<file path="src/rtl/fetch_align_queue.sv">
// Fetch alignment queue: extracts the 16-byte instruction window at fip from an
// even/odd ICache line pair and buffers it in a DEPTH-entry FIFO toward decode.
module fetch_align_queue #(
  parameter int DEPTH  = 4,
  parameter int LINE_W = 128,
  parameter int ADDR_W = 32
) (
  input  logic                       clk,
  input  logic                       rst,
  input  logic                       flush,
  input  logic                       line_valid,
  input  logic [LINE_W-1:0]          even_line,
  input  logic [LINE_W-1:0]          odd_line,
  input  logic [ADDR_W-1:0]          fip,
  input  logic                       cache_miss_even,
  input  logic                       cache_miss_odd,
  output logic                       in_ready,
  output logic                       miss_stall,
  output logic                       pkt_valid,
  output logic [LINE_W-1:0]          pkt_bytes,
  output logic [ADDR_W-1:0]          pkt_eip,
  input  logic                       pkt_ready,
  output logic [$clog2(DEPTH):0]     count
);
  localparam int PTR_W = $clog2(DEPTH);
  localparam int CNT_W = PTR_W + 1;
  localparam logic [CNT_W-1:0] FULL = CNT_W'(DEPTH);

  logic [LINE_W-1:0]   bytes_q [DEPTH];
  logic [LINE_W-1:0]   bytes_d [DEPTH];
  logic [ADDR_W-1:0]   eip_q   [DEPTH];
  logic [ADDR_W-1:0]   eip_d   [DEPTH];
  logic [PTR_W-1:0]    rd_ptr_q, rd_ptr_d;
  logic [PTR_W-1:0]    wr_ptr_q, wr_ptr_d;
  logic [CNT_W-1:0]    count_q, count_d;
  logic                miss_stall_q, miss_stall_d;

  logic [LINE_W-1:0]   lo, hi, packet;
  logic [2*LINE_W-1:0] window, shifted;
  logic                push_ok, pop_ok, any_miss;

  // fip[4] picks which bank holds the first wanted byte; fip[3:0] is the byte offset
  always_comb begin
    lo      = fip[4] ? odd_line  : even_line;
    hi      = fip[4] ? even_line : odd_line;
    window  = {hi, lo};
    shifted = window >> {fip[3:0], 3'b000};
    packet  = shifted[LINE_W-1:0];
  end

  always_comb begin
    in_ready   = (count_q < FULL);
    pkt_valid  = (count_q != '0);
    any_miss   = cache_miss_even | cache_miss_odd;
    push_ok    = line_valid & in_ready & ~any_miss & ~flush;
    pop_ok     = pkt_valid & pkt_ready & ~flush;
    pkt_bytes  = bytes_q[rd_ptr_q];
    pkt_eip    = eip_q[rd_ptr_q];
    miss_stall = miss_stall_q;
    count      = count_q;
  end

  always_comb begin
    bytes_d      = bytes_q;
    eip_d        = eip_q;
    rd_ptr_d     = rd_ptr_q;
    wr_ptr_d     = wr_ptr_q;
    count_d      = count_q;
    miss_stall_d = line_valid & in_ready & ~flush & any_miss;
    if (push_ok) begin
      bytes_d[wr_ptr_q] = packet;
      eip_d[wr_ptr_q]   = fip;
      wr_ptr_d          = wr_ptr_q + PTR_W'(1);
    end
    if (pop_ok) begin
      rd_ptr_d = rd_ptr_q + PTR_W'(1);
    end
    case ({push_ok, pop_ok})
      2'b10:   count_d = count_q + CNT_W'(1);
      2'b01:   count_d = count_q - CNT_W'(1);
      default: count_d = count_q;
    endcase
    // Resteer discards every queued packet and any same-cycle push or pop
    if (flush) begin
      rd_ptr_d = '0;
      wr_ptr_d = '0;
      count_d  = '0;
    end
  end

  always_ff @(posedge clk) begin
    if (rst) begin
      rd_ptr_q     <= '0;
      wr_ptr_q     <= '0;
      count_q      <= '0;
      miss_stall_q <= 1'b0;
    end else begin
      rd_ptr_q     <= rd_ptr_d;
      wr_ptr_q     <= wr_ptr_d;
      count_q      <= count_d;
      miss_stall_q <= miss_stall_d;
    end
  end

  // Packet storage carries no reset; occupancy alone qualifies it
  always_ff @(posedge clk) begin
    bytes_q <= bytes_d;
    eip_q   <= eip_d;
  end

endmodule

</file>
<file path="config.mk">
export PLATFORM = sky130hd
export DESIGN_NAME = fetch_align_queue
export DESIGN_NICKNAME = d
export VERILOG_FILES = /design/src/rtl/fetch_align_queue.sv
export SDC_FILE = /design/constraint.sdc
export NUM_CORES = 1
export LEC_CHECK = 0
export BUFFER_PORTS_ARGS = -buffer_cell sky130_fd_sc_hd__buf_2
export CORE_MARGIN = 1.5
export CORE_UTILIZATION = 28
export DETAILED_ROUTE_END_ITERATION = 10
export HOLD_SLACK_MARGIN = 0.15
export PLACE_DENSITY = 0.54
export REMOVE_ABC_BUFFERS = 1
export SYNTH_ARGS = -nofsm -noshare
export SYNTH_HDL_FRONTEND = slang
export SYNTH_SLANG_ARGS = --single-unit
</file>
<file path="constraint.sdc">
create_clock -name clk -period 14.3 [get_ports clk]
set_input_delay 4.29 -clock clk [delete_from_list [all_inputs] [get_ports clk]]
set_output_delay 4.29 -clock clk [all_outputs]
set_load 0.05 [all_outputs]
</file>
* Yosys cells after proc, flatten, opt, wreduce, memory -nomap -nowiden *
Index checks and enable logic that the tools add are counted.
W data, S select, Z words.

storage, ports and cells
  logic and storage cells = 54
  register bits = 648
  output and inout port bits = 166
  input port bits = 295

cells by class
  multiplexer cells = 15
  reductions and logical operators = 4
  equal/unequal tests = 2
  $add $sub $neg = 4
  bitwise gates (word level) = 12
  order comparisons = 4
  shifts and indexed selects = 1

operators by type and width
  kind                   count
  $mux W128              5
  $bwmux W512            1
  $bmux W128 S2          1
  $demux W128 S2         1
  $shr A256 B7 Y128      1
  $bwmux W128            1
  $mux W32               3
  $bmux W32 S2           1
  $demux W32 S2          1
  $and A1 B1 Y1          7
  $ge A3 B3 Y1 const B   2
  $not A2 Y3             2
  $pmux W3 S2            1
  $add A2 B1 Y2 const B  2
  $add A3 B1 Y3 const B  1
  $lt A3 B1 Y1 const B   1
  $lt A3 B3 Y1 const B   1
  $reduce_bool A3 Y1     1
  $sub A3 B1 Y3 const B  1
  $eq A2 B1 Y1 const B   1
  $eq A2 B2 Y1 const B   1
  $not A1 Y1             2
  $reduce_bool A2 Y1     1
  $reduce_or A2 Y1       1
  other kinds (2)        2

* Logic depth before layout (Yosys ltp) *
  depth in word-level cells = 6
  depth in mapped cells = 9
  depth with buffers taken out = 9

* Least setup slack after synthesis *
Ideal clock, no wire load.

  path kind = in2reg
  start = input flush
  end = register bytes_q[0] (netlist name) (enable)
  slack = 5.027 ns
  stages on the path = 2
  buffers on the path = 0
  arrival = 8.734 ns
  required time = 13.761 ns
  library setup time = 0.539 ns
  path through = nor4_1 > and2_1

on the way
  longest elaborated chain between the ends = 2

RTL lines
  what                  RTL line  RTL
  from (decl)           10        input logic flush,
  $not A1 Y1            55        push_ok = line_valid & in_ready & ~any_miss & ~flush;
  $and A1 B1 Y1         55
  to (signal assigned)  107       bytes_q <= bytes_d;
  to (decl)             29        logic [LINE_W-1:0] bytes_q [DEPTH];

No other way between the ends.
A chain may end at the register's enable or synchronous reset.

* Worst setup path in the final report *
  start = register rd_ptr_q[1]
  end = output pkt_bytes[53]

on the way
  longest elaborated chain between the ends = 4

RTL lines
  what                                           RTL line  RTL
  from (decl)                                    33        logic [PTR_W-1:0] rd_ptr_q, rd_ptr_d;
  from (signal assigned)                         98        rd_ptr_q <= rd_ptr_d;
  $not A2 Y3 (implied by the code)               57        pkt_bytes = bytes_q[rd_ptr_q];
  $bmux W128 S2                                  57
  $mux W128 (implied by the code) (2 in series)  57
  to (decl)                                      20        output logic [LINE_W-1:0] pkt_bytes,

No other way between the ends. The select of a mux whose other input is x is not followed.

==> impl_metrics.env <==
export IMPL_status="finished, final reports clean"
export IMPL_cts_setup_buffers=0
export IMPL_grt_overflow_total=0
export IMPL_synth_warnings=0
export IMPL_cp_arrival_ns=3.48
export IMPL_cts_resized=0
export IMPL_hold_depth=2
export IMPL_leakagePower_nw=14.7
export IMPL_powerDensity_mw_per_mm2=111
export IMPL_post_route_drc_count=0
export IMPL_synth_area_top_cells="edfxtp_1 (52%), mux4_2 (15%), mux2i_1 (9.6%)"
export IMPL_grtUsageTotal_pct=22.7
export IMPL_antenna_found_initial=100
export IMPL_routed_wl_mm=159
export IMPL_maxCapViolCount=0
export IMPL_fin_crit_ns=7.77
export IMPL_cts_buffers=76
export IMPL_cts_max_path_buffers=3
export IMPL_coreArea_mm2=0.132
export IMPL_cts_tree="built"
export IMPL_fin_hold_ws_ns=0.540
export IMPL_vias=29402
export IMPL_clk_pin_slew_ns=0.06
export IMPL_whs_endpoint="count[2]"
export IMPL_p_total_w=0.00483
export IMPL_areaGrowthSynthToFinish_pct=16.6
export IMPL_drive_gt1_share_pct=32.0
export IMPL_criticalPathCategory="reg2out"
export IMPL_synth_most_common_cell="edfxtp_1"
export IMPL_grt_pass1_vias=27958
export IMPL_synth_flop_cell="edfxtp_1"
export IMPL_rsz0062_at_grt="false"
export IMPL_fin_tns_setup_ns=0
export IMPL_synth_avg_cell_area_um2=14.5
export IMPL_portBuffers=460
export IMPL_drt_initial_drc_count=3901
export IMPL_synthCells=2568
export IMPL_root_buffer="clkbuf_16"
export IMPL_skew_ns=0.0240
export IMPL_synth_commonest_cells="edfxtp_1 (640), mux2i_1 (357), o22ai_1 (264)"
export IMPL_rrSetupSlack_ns=11.21
export IMPL_seq_area_frac_synth_pct=52.1
export IMPL_async_reset_ff_share_pct=0
export IMPL_insertion_delay_ns=0.65
export IMPL_routabilityCongestion=0.934
export IMPL_dieHeight_um=367
export IMPL_cts_sinks=648
export IMPL_wl_per_cell_um=33.5
export IMPL_tightest_slew_ns=1.42
export IMPL_crit_path_start_kind="register"
export IMPL_required_ns=10.01
export IMPL_rr_worst_depth=5
export IMPL_dp_hpwl_mm=112
export IMPL_synth_largest_area_cell="edfxtp_1"
export IMPL_synth_top_area_share_pct=51.7
export IMPL_hold_class="reg2reg"
export IMPL_routed_via_density=6.19
export IMPL_maxSlewViolCount=0
export IMPL_holdBufCountCts=0
export IMPL_timing_rr_end="bytes_q[154]"
export IMPL_path_max_fanout=57
export IMPL_rows=133
export IMPL_cts_max_level=3
export IMPL_fin_crit_sh_pct=54.3
export IMPL_ys_types=59
export IMPL_max_freq_mhz=129
export IMPL_grt_max_degree=136
export IMPL_timing_final_hold_violations=0
export IMPL_setup_viol_count_final=0
export IMPL_start_util_pct=28.3
export IMPL_cp_end_kind="output pin"
export IMPL_post_route_util_pct=33.0
export IMPL_synth_edf_count=640
export IMPL_syn_area_mm2=0.0372
export IMPL_io_pins=461
export IMPL_dieArea_mm2=0.135
export IMPL_relSlewSlack_pct=4.70
export IMPL_grt_pass1_wl_mm=220
export IMPL_synth_seq_cells=648
export IMPL_die_w_um=367
export IMPL_firstDrtPassIters=8
export IMPL_antenna_left=0
export IMPL_reg2reg_from="count[2]"
export IMPL_ir_drop_mv=0.0759
export IMPL_nNetsFinal=3211
export IMPL_hp_start="count[2]"
-- worst max-delay path by stage --
stage,start,end
after detailed placement,fip[2],bytes_q[351]
after CTS,rd_ptr_q[0],pkt_bytes[53]
final,rd_ptr_q[1],pkt_bytes[53]
after global routing,rd_ptr_q[0],pkt_bytes[53]
after floorplan,rd_ptr_q[0],pkt_bytes[0]
after global placement,fip[2],bytes_q[351]
-- final cells by class --
| type | count | area, µm² |
|---|---|---|
| multi-input cells | 1654 | 16400 |
| clock inverters | 38 | 414 |
| well taps | 1755 | 2200 |
| inverters | 8 | 30.0 |
| fillers | 12852 | 88300 |
| diodes | 36 | 90.1 |
| flip-flops and latches | 648 | 19400 |
| clock buffers | 89 | 1990 |
| repair buffers | 522 | 2830 |
-- metrics by stage --
| stage | std cells | setup slack, ns | instance area [µm²] |
|---|---|---|---|
| floorplan | 2310 | 2.40 | 35700 |
| global placement | 4587 | 6.21 | 40900 |
| detailed placement | 4587 | 6.09 | 40900 |
| CTS | 4714 | 6.38 | 43300 |
| global route | 4724 | 6.26 | 43300 |
| finish | 4750 | 6.53 | 43400 |
-- layout by cell type, fill, tap and decap left out, types with 6 or more instances in the layout --
cell and count:
a222oi_1 14, a22o_1 23, a22oi_1 165, a31oi_1 21
a32oi_1 26, buf_2 456, buf_4 59, bufinv_16 8
clkbuf_1 11, clkbuf_16 78, clkinv_1 12, clkinv_2 11
dfxtp_1 6, diode_2 36, edfxtp_1 640, inv_1 7
mux2_2 17, mux2i_1 357, mux2i_2 6, mux4_2 251
nand2_1 97, nand3_1 100, nand4_1 22, nand4b_1 8
nor2_1 9, nor4_1 65, o211ai_1 68, o221ai_1 33
o22a_1 13, o22ai_1 264
-- per-layer routing --
layer	share of wire, %	track usage [%]
met5	0.29	0
met4	4.5	7.97
met3	13	8.40
met2	46	35.9
met1	37	28.3
-- state kept, by name (all words and copies together) (netlist names) --
name and cells:
rd_ptr_q 2, count 3, wr_ptr_q 2, eip_q 128, miss_stall 1, bytes_q 512
-- worst max-delay path, cell delays in order (launching register included) --
cell     delay [ns]
dfxtp_4        0.93
buf_4          0.83
mux4_2         0.53
buf_2          0.35
-- cell families after synthesis --
logic type | synth area share [%]
AO/OA/AOI/OAI | 12.5
XOR/XNOR | 0.118
AND/OR/NAND/NOR | 5.31
adder cells (fa/ha/maj) | 0.222
multiplexers | 25.7
flip-flops | 52.1
buffers and inverters | 3.97
-- power by group --
group	leakage (nW)	switching (W)	total (W)	internal [W]
combinational	7.63	0.000527	0.000776	0.000249
clock	1.18	0.000768	0.00190	0.00114
sequential	5.86	0.00000265	0.00215	0.00215
total	14.7	0.00130	0.00483	0.00354
(Power assumes the default switching activity.)
